### src/rtl/sram_access_initiator_pkg.sv
// Shared constants and the FSM state encoding for the SRAM access initiator.
// No ports.
package sram_access_initiator_pkg;

  localparam int unsigned WORD_LEN    = 32;
  localparam int unsigned ADDRESS_LEN = 32;
  localparam int unsigned SRAM_DATA_W = 16;
  // Width of the per-phase wait counter; WAIT_CYCLES is limited to 0..15.
  localparam int unsigned CNT_W       = 4;

  localparam logic [ADDRESS_LEN-1:0] BASE_ADDR_DEFAULT = 32'd1024;

  typedef enum logic [1:0] {
    StIdle = 2'd0,
    StLo   = 2'd1,
    StHi   = 2'd2,
    StDone = 2'd3
  } state_e;

endpackage

### src/rtl/sram_access_initiator_if.sv
// Bundle of the pipeline-side request/response signals and the SRAM pin signals.
// master: the initiator (drives ready/rdata and the SRAM strobes).
// slave : the environment (pipeline requests and SRAM read data).
interface sram_access_initiator_if
  import sram_access_initiator_pkg::*;
#(
  parameter int unsigned SRAM_ADDR_W = 18
);
  logic                   mem_r_en;
  logic                   mem_w_en;
  logic [ADDRESS_LEN-1:0] alu_res;
  logic [WORD_LEN-1:0]    val_rm;
  logic [WORD_LEN-1:0]    rdata;
  logic                   ready;
  logic                   addr_err;
  logic [SRAM_ADDR_W-1:0] sram_addr;
  logic [SRAM_DATA_W-1:0] sram_dq_out;
  logic                   sram_dq_oe;
  logic [SRAM_DATA_W-1:0] sram_dq_in;
  logic                   sram_ce_n;
  logic                   sram_we_n;

  modport master (
    input  mem_r_en, mem_w_en, alu_res, val_rm, sram_dq_in,
    output rdata, ready, addr_err, sram_addr, sram_dq_out, sram_dq_oe, sram_ce_n, sram_we_n
  );

  modport slave (
    output mem_r_en, mem_w_en, alu_res, val_rm, sram_dq_in,
    input  rdata, ready, addr_err, sram_addr, sram_dq_out, sram_dq_oe, sram_ce_n, sram_we_n
  );

endinterface

### src/rtl/sram_access_initiator_phase_timer.sv
// sram_phase_timer: wait counter for one half-word phase, reused for both halves.
// Ports: clk, rst_n (async active-low), start_i (clear for a new transaction),
//        en_i (a phase is active), cnt_next_o (next counter value, for registered
//        strobes), done_o (last cycle of the current phase).
module sram_phase_timer
  import sram_access_initiator_pkg::*;
#(
  parameter int unsigned WAIT_CYCLES = 2
) (
  input  logic             clk,
  input  logic             rst_n,
  input  logic             start_i,
  input  logic             en_i,
  output logic [CNT_W-1:0] cnt_next_o,
  output logic             done_o
);

  localparam logic [CNT_W-1:0] LastCnt = CNT_W'(WAIT_CYCLES);

  logic [CNT_W-1:0] cnt_q, cnt_d;

  assign done_o = en_i && (cnt_q == LastCnt);

  // Wraps to 0 on done so the HI phase starts fresh straight after LO.
  always_comb begin
    cnt_d = '0;
    if (!start_i && en_i && !done_o) begin
      cnt_d = cnt_q + 1'b1;
    end
  end

  assign cnt_next_o = cnt_d;

  always_ff @(posedge clk or negedge rst_n) begin
    if (!rst_n) begin
      cnt_q <= '0;
    end else begin
      cnt_q <= cnt_d;
    end
  end

endmodule

### src/rtl/sram_access_initiator.sv
// sram_access_initiator: turns a 32-bit word read/write from the memory stage into
// two half-word accesses on a 16-bit asynchronous SRAM, freezing the pipeline with
// ready=0 until the access completes.
// Ports: clk, rst_n (async active-low), bus (sram_access_initiator_if.master:
//        pipeline request/response plus SRAM pins).
// Build option: define ADDR_CHECK_EN to flag out-of-range addresses on addr_err
// and skip the SRAM access; otherwise addr_err is tied low and addresses truncate.
module sram_access_initiator
  import sram_access_initiator_pkg::*;
#(
  parameter logic [ADDRESS_LEN-1:0] BASE_ADDR   = BASE_ADDR_DEFAULT,
  parameter int unsigned            SRAM_ADDR_W = 18,
  parameter int unsigned            WAIT_CYCLES = 2,
  parameter int unsigned            MEM_WORDS   = 65536
) (
  input  logic                     clk,
  input  logic                     rst_n,
  sram_access_initiator_if.master  bus
);

  localparam int unsigned      WidxW   = SRAM_ADDR_W - 1;
  localparam logic [CNT_W-1:0] WaitCnt = CNT_W'(WAIT_CYCLES);

  state_e                 state_q, state_d;
  logic [WidxW-1:0]       widx_q, widx_d;
  logic [WORD_LEN-1:0]    wdata_q, wdata_d;
  logic                   write_q, write_d;
  logic [SRAM_DATA_W-1:0] rd_lo_q, rd_lo_d;
  logic [WORD_LEN-1:0]    rdata_q, rdata_d;
  logic [SRAM_ADDR_W-1:0] addr_q, addr_d;
  logic [SRAM_DATA_W-1:0] dq_out_q, dq_out_d;
  logic                   oe_q, oe_d;
  logic                   ce_n_q, ce_n_d;
  logic                   we_n_q, we_n_d;
  logic                   err_q, err_d;

  logic                   req;
  logic [ADDRESS_LEN-1:0] off;
  logic                   oor;
  logic                   in_phase;
  logic                   timer_start;
  logic                   phase_done;
  logic [CNT_W-1:0]       cnt_d;
  logic                   active_d;
  logic                   unused_off_bits;

  assign req = bus.mem_r_en | bus.mem_w_en;
  // Below-base addresses wrap to huge offsets, which the range check then catches.
  assign off = bus.alu_res - BASE_ADDR;
  assign unused_off_bits = ^{off[1:0], off[ADDRESS_LEN-1:WidxW+2]};

`ifdef ADDR_CHECK_EN
  assign oor = ({32'd0, off} >= (64'(MEM_WORDS) << 2));
`else
  assign oor = 1'b0;
`endif

  assign in_phase = (state_q == StLo) || (state_q == StHi);

  sram_phase_timer #(
    .WAIT_CYCLES(WAIT_CYCLES)
  ) u_timer (
    .clk       (clk),
    .rst_n     (rst_n),
    .start_i   (timer_start),
    .en_i      (in_phase),
    .cnt_next_o(cnt_d),
    .done_o    (phase_done)
  );

  always_comb begin
    state_d     = state_q;
    widx_d      = widx_q;
    wdata_d     = wdata_q;
    write_d     = write_q;
    rd_lo_d     = rd_lo_q;
    rdata_d     = rdata_q;
    err_d       = 1'b0;
    timer_start = 1'b0;

    unique case (state_q)
      StIdle: begin
        if (req) begin
          widx_d  = off[WidxW+1:2];
          wdata_d = bus.val_rm;
          write_d = bus.mem_w_en;
          if (oor) begin
            state_d = StDone;
            err_d   = 1'b1;
            if (!bus.mem_w_en) rdata_d = '0;
          end else begin
            state_d     = StLo;
            timer_start = 1'b1;
          end
        end
      end
      StLo: begin
        if (phase_done) begin
          state_d = StHi;
          if (!write_q) rd_lo_d = bus.sram_dq_in;
        end
      end
      StHi: begin
        if (phase_done) begin
          state_d = StDone;
          // rdata only changes on the edge into DONE, so it holds the last read word.
          if (!write_q) rdata_d = {bus.sram_dq_in, rd_lo_q};
        end
      end
      StDone: state_d = StIdle;
      default: state_d = StIdle;
    endcase

    // Pin strobes are registered from next-state values so they line up with the state.
    active_d = (state_d == StLo) || (state_d == StHi);
    ce_n_d   = !active_d;
    oe_d     = active_d && write_d && (cnt_d < WaitCnt);
    we_n_d   = !oe_d;
    addr_d   = addr_q;
    dq_out_d = dq_out_q;
    if (active_d) begin
      addr_d   = {widx_d, state_d == StHi};
      dq_out_d = (state_d == StHi) ? wdata_d[31:16] : wdata_d[15:0];
    end
  end

  always_ff @(posedge clk or negedge rst_n) begin
    if (!rst_n) begin
      state_q  <= StIdle;
      widx_q   <= '0;
      wdata_q  <= '0;
      write_q  <= 1'b0;
      rd_lo_q  <= '0;
      rdata_q  <= '0;
      addr_q   <= '0;
      dq_out_q <= '0;
      oe_q     <= 1'b0;
      ce_n_q   <= 1'b1;
      we_n_q   <= 1'b1;
      err_q    <= 1'b0;
    end else begin
      state_q  <= state_d;
      widx_q   <= widx_d;
      wdata_q  <= wdata_d;
      write_q  <= write_d;
      rd_lo_q  <= rd_lo_d;
      rdata_q  <= rdata_d;
      addr_q   <= addr_d;
      dq_out_q <= dq_out_d;
      oe_q     <= oe_d;
      ce_n_q   <= ce_n_d;
      we_n_q   <= we_n_d;
      err_q    <= err_d;
    end
  end

  assign bus.ready       = ((state_q == StIdle) && !req) || (state_q == StDone);
  assign bus.rdata       = rdata_q;
  assign bus.addr_err    = err_q;
  assign bus.sram_addr   = addr_q;
  assign bus.sram_dq_out = dq_out_q;
  assign bus.sram_dq_oe  = oe_q;
  assign bus.sram_ce_n   = ce_n_q;
  assign bus.sram_we_n   = we_n_q;

endmodule
### src/flat_wrapper.sv
// flat-port wrapper written by rule: the top's interface ports become plain ports
module sram_access_initiator_flat import sram_access_initiator_pkg::*;
#(
  parameter logic [ADDRESS_LEN-1:0] BASE_ADDR   = BASE_ADDR_DEFAULT,
  parameter int unsigned            SRAM_ADDR_W = 18,
  parameter int unsigned            WAIT_CYCLES = 2,
  parameter int unsigned            MEM_WORDS   = 65536
)
  (clk, rst_n, bus_mem_r_en, bus_mem_w_en, bus_alu_res, bus_val_rm, bus_sram_dq_in, bus_rdata, bus_ready, bus_addr_err, bus_sram_addr, bus_sram_dq_out, bus_sram_dq_oe, bus_sram_ce_n, bus_sram_we_n);
  sram_access_initiator_if #(.SRAM_ADDR_W(SRAM_ADDR_W)) bus_i ();
  input  logic clk;
  input  logic rst_n;
  input wire logic [$bits(bus_i.mem_r_en)-1:0] bus_mem_r_en;
  input wire logic [$bits(bus_i.mem_w_en)-1:0] bus_mem_w_en;
  input wire logic [$bits(bus_i.alu_res)-1:0] bus_alu_res;
  input wire logic [$bits(bus_i.val_rm)-1:0] bus_val_rm;
  input wire logic [$bits(bus_i.sram_dq_in)-1:0] bus_sram_dq_in;
  output wire logic [$bits(bus_i.rdata)-1:0] bus_rdata;
  output wire logic [$bits(bus_i.ready)-1:0] bus_ready;
  output wire logic [$bits(bus_i.addr_err)-1:0] bus_addr_err;
  output wire logic [$bits(bus_i.sram_addr)-1:0] bus_sram_addr;
  output wire logic [$bits(bus_i.sram_dq_out)-1:0] bus_sram_dq_out;
  output wire logic [$bits(bus_i.sram_dq_oe)-1:0] bus_sram_dq_oe;
  output wire logic [$bits(bus_i.sram_ce_n)-1:0] bus_sram_ce_n;
  output wire logic [$bits(bus_i.sram_we_n)-1:0] bus_sram_we_n;
  assign bus_i.mem_r_en = bus_mem_r_en;
  assign bus_i.mem_w_en = bus_mem_w_en;
  assign bus_i.alu_res = bus_alu_res;
  assign bus_i.val_rm = bus_val_rm;
  assign bus_i.sram_dq_in = bus_sram_dq_in;
  assign bus_rdata = bus_i.rdata;
  assign bus_ready = bus_i.ready;
  assign bus_addr_err = bus_i.addr_err;
  assign bus_sram_addr = bus_i.sram_addr;
  assign bus_sram_dq_out = bus_i.sram_dq_out;
  assign bus_sram_dq_oe = bus_i.sram_dq_oe;
  assign bus_sram_ce_n = bus_i.sram_ce_n;
  assign bus_sram_we_n = bus_i.sram_we_n;
  sram_access_initiator #(.BASE_ADDR(BASE_ADDR), .SRAM_ADDR_W(SRAM_ADDR_W), .WAIT_CYCLES(WAIT_CYCLES), .MEM_WORDS(MEM_WORDS)) u_core (.clk(clk), .rst_n(rst_n), .bus(bus_i));
endmodule
### config.mk
export PLATFORM = sky130hd
export DESIGN_NAME = sram_access_initiator_flat
export DESIGN_NICKNAME = d
export VERILOG_FILES = /design/src/rtl/sram_access_initiator_pkg.sv /design/src/rtl/sram_access_initiator_if.sv /design/src/rtl/sram_access_initiator_phase_timer.sv /design/src/rtl/sram_access_initiator.sv /design/src/flat_wrapper.sv
export SDC_FILE = /design/constraint.sdc
export NUM_CORES = 1
export LEC_CHECK = 0
export ABC_AREA = 1
export CAP_MARGIN = 40
export CORE_MARGIN = 3
export CORE_UTILIZATION = 52
export DETAILED_ROUTE_END_ITERATION = 7
export GPL_TIMING_DRIVEN = 0
export MAX_ROUTING_LAYER = met4
export PLACE_DENSITY = 0.92
export SYNTH_ARGS = -nofsm -noshare
export SYNTH_HDL_FRONTEND = slang
export SYNTH_HIERARCHICAL = 1
export SYNTH_SLANG_ARGS = --single-unit
### constraint.sdc
create_clock -name clk -period 5.4 [get_ports clk]
set_clock_uncertainty 0.15 [all_clocks]
set_input_delay 0.54 -clock clk [delete_from_list [all_inputs] [get_ports clk]]
set_output_delay 0.54 -clock clk [all_outputs]
set_load 0.01 [all_outputs]
==> flow_metrics.py <==
metrics = {
    "power": {
        "power_frac_seq": 0.344,
        "ir_worst_vdd_mv": 0.397,
        "p_sw_frac": 0.384,
        "pwr-share-clk": 0.231,
        "p_per_area_mw_per_mm2": 627,
        "power_frac_comb": 0.425,
        "total_power_w": 0.00505,
        "switchingPower_w": 0.00194,
        "power.leakage_nw": 4.00,
        "power.internal_w": 0.00311,
    },
    "yosys": {
        "synth_top_family_by_area": "simple AND/OR/NAND/NOR gates",
        "synth_cells": 623,
        "yosysTopAreaCellShare": 0.592,
        "syn_area_sq_mm": 0.00587,
        "synthAdderAreaFrac": 0.0192,
        "synth_xor_area_frac": 0.00298,
        "syn_area_per_cell_sq_um": 9.43,
        "synth_seq_cells": 141,
        "synth-compound-area-share": 0.0533,
        "synthTopCellsByArea": "dfrtp_1 59%, nand2_1 15%, inv_1 3.2%, mux2_2 3.1%, o21ai_0 2.9%",
        "synth_cell_types": 37,
        "synth_top_cell_by_area": "dfrtp_1",
        "postSynthNetCount": 716,
        "ys_warn_count": 6,
        "synthSimpleGateAreaFrac": 0.227,
        "ys_seq_area_frac": 0.601,
        "synthMuxAreaShare": 0.0307,
    },
    "detailed_routing": {
        "drt_iter0_markers": 365,
        "first_pass_iters": 5,
        "wl_per_cell_um": 16.3,
        "ant_nets": 0,
        "via_per_inst": 5.27,
        "post-route-drc-count": 0,
        "vias": 4926,
        "routed_wl_um": 15200,
    },
    "cts": {
        "cts.repair.resized": 0,
        "cts_hold_buffers": 0,
        "clk_latency_ps": 410,
        "cts_buffers": 17,
        "clk_pin_slew_ps": 60,
        "cts_buffer_depth": 2,
        "clock_sinks": 141,
        "root_buffer": "clkbuf_16",
        "htree_levels": 4,
        "cts_tree": "done",
        "post_cts_buffers": 0,
    },
    "floorplanning": {
        "ioPinCount": 155,
        "core-area_sq_mm": 0.0109,
        "die_area_sq_mm": 0.0126,
        "start_util": 0.537,
        "dieWidth_um": 112,
        "die_h_um": 112,
        "row_count": 38,
    },
    "worst_setup_path": {
        "cp.arrival_ps": 3340,
        "crit_path_start_kind": "flop",
        "crit_required_ps": 5590,
        "path_max_fanout": 10,
        "end_kind": "flop",
        "crit_type": "reg -> reg",
    },
    "layout": {
        "n_antenna_cell": 0,
        "area_delta_synth_final_pct": 37.2,
        "nNetsFinal": 874,
        "final_cells": 934,
        "nFillCells": 737,
        "drive_above_1_share": 0.134,
    },
    "placed_design": {
        "hpwl_um": 10700,
        "dp.cells": 902,
        "port-buffer-count": 138,
        "gp_congestion": 0.945,
    },
    "timing": {
        "relSlewSlack": 0.493,
        "final-setup-viol-count": 0,
        "post-route-min-period_ps": 3150,
        "fin_crit_sh": 0.583,
        "rsz0062_at_grt": "false",
        "finalHoldViolCount": 0,
        "worstMarginPinSlew_ps": 760,
        "report.final.slew_viol_count": 0,
        "fmax_mhz": 318,
    },
    "grt": {
        "grt_max_degree": 84,
        "grt_pass1_wl_um": 25200,
        "grt_pass1_vias": 5204,
        "overflow": 0,
        "grt_antenna_before_repair": 0,
        "grt_usage": 0.259,
    },
    "min_path": {
        "hp-class": "in -> async",
    },
    "run": {
        "max_cap_violations": 0,
    },
    "run_status": {
        "status": "complete, no violations",
    },
}
## Yosys cell counts, drive strengths merged
cell type	n
nand2	254
dfrtp	139
inv	54
o21ai	43
nand3	31
nor2	24
buf	20
mux2	16
ha	9
a31oi	8
clkbuf	6
or2	5
a21oi	2
dfstp	2
nand4	2
xnor2	2
a32oi	1
and2	1
conb	1
o211ai	1
o21bai	1
o22ai	1
## sequential cells by signal (all words and copies together), names as in the netlist, 2 cells and up
| register | count |
|---|---|
| u_core/bus.rdata | 32 |
| u_core/wdata_q | 32 |
| u_core/bus.sram_addr | 18 |
| u_core/widx_q | 17 |
| u_core/bus.sram_dq_out | 16 |
| u_core/rd_lo_q | 16 |
| u_core/u_timer/cnt_q | 4 |
| u_core/state_q | 2 |
## cell usage in the layout, fill, tap and decap left out, drive strengths merged, types with 2 or more instances in the layout
cell type and n:
nand2 254, dfrtp 139, clkdlybuf4s50 137, inv 60, o21ai 43, nand3 31, nor2 24, clkbuf 24
buf 22, mux2 16, ha 9, a31oi 8, or2 5, clkinvlp 3, clkinv 3, bufinv 2
xnor2 2, nand4 2, dfstp 2, a21oi 2
## path summary, 6_finish.rpt
path,from,slack [ps],end,cells past startpoint
setup reg to reg,u_core/state_q[1],2250,u_core/bus.sram_dq_out[6],14
max in group asynchronous,rst_n,4360,u_core/bus.rdata[14],2
setup / recovery,u_core/state_q[1],2250,u_core/bus.sram_dq_out[6],14
hold reg to reg,u_core/wdata_q[12],330,u_core/wdata_q[12],2
min in group clk,u_core/wdata_q[12],330,u_core/wdata_q[12],2
hold / removal,rst_n,20,u_core/bus.sram_dq_oe,1
## power by group through the flow
| stage | Combinational (W) | Clock, W | Sequential [W] |
|---|---|---|---|
| final | 0.00215 | 0.00116 | 0.00174 |
| after global routing | 0.00237 | 0.00124 | 0.00178 |
| after CTS | 0.00215 | 0.00119 | 0.00174 |
| after detailed placement | 0.00210 | 0 | 0.00175 |
| after global placement | 0.00199 | 0 | 0.00172 |
| after floorplan | 0.00119 | 0 | 0.00178 |
## cell type report
class / instances / area [sq um] / share of cell area
inverter: 54 / 205 / 0.0255
tap: 140 / 175 / 0.0217
buffer: 26 / 178 / 0.0221
clock inverter: 14 / 158 / 0.0196
clock buffer: 18 / 439 / 0.0545
timing repair buffer: 139 / 1410 / 0.175
sequential: 141 / 3530 / 0.438
multi-input combinational: 402 / 1960 / 0.243
## per-layer routing
layer | wire length, um | track usage | vias up
li1 | - | - | 2264
met1 | 6140 | 0.308 | 2417
met5 | 0 | - | -
met4 | 231 | 0.102 | 0
met2 | 7910 | 0.425 | 220
met3 | 965 | 0.0679 | 25
## per-stage QoR
stage	TNS (ps)	cell area, sq um	hold slack, ps	utilization	worst slack (ps)
2_1_floorplan	0	5870	94.4	-	2900
3_3_place_gp	-215090	7430	309	0.679	-1560
3_5_place_dp	0	7460	312	0.682	2300
4_1_cts	0	8050	39.6	0.736	2300
5_1_grt	0	8050	64.9	0.736	1990
6_report	0	8050	19.9	0.736	2250
## critical path: stages, from the launching register on
cell and delay [ps]:
dfrtp_1 400, inv_1 110, ha_1 310, nand2_1 60
inv_1 60, nand2_2 60, inv_1 150, a21oi_1 120
a32oi_1 230, inv_1 70, ha_1 360, buf_2 290
clkbuf_1 460, nand2_1 130, nand3_1 120
## logic make-up after synthesis
family / count (synthesis)
AOI/OAI and AO/OA: 57
xor gates and xnor gates: 2
adders and majority gates: 9
buffers and inverters: 80
DFF: 141
muxes: 16
other: 1
and+or+nand+nor: 317
Note: power is estimated with default switching activity, not from simulation.
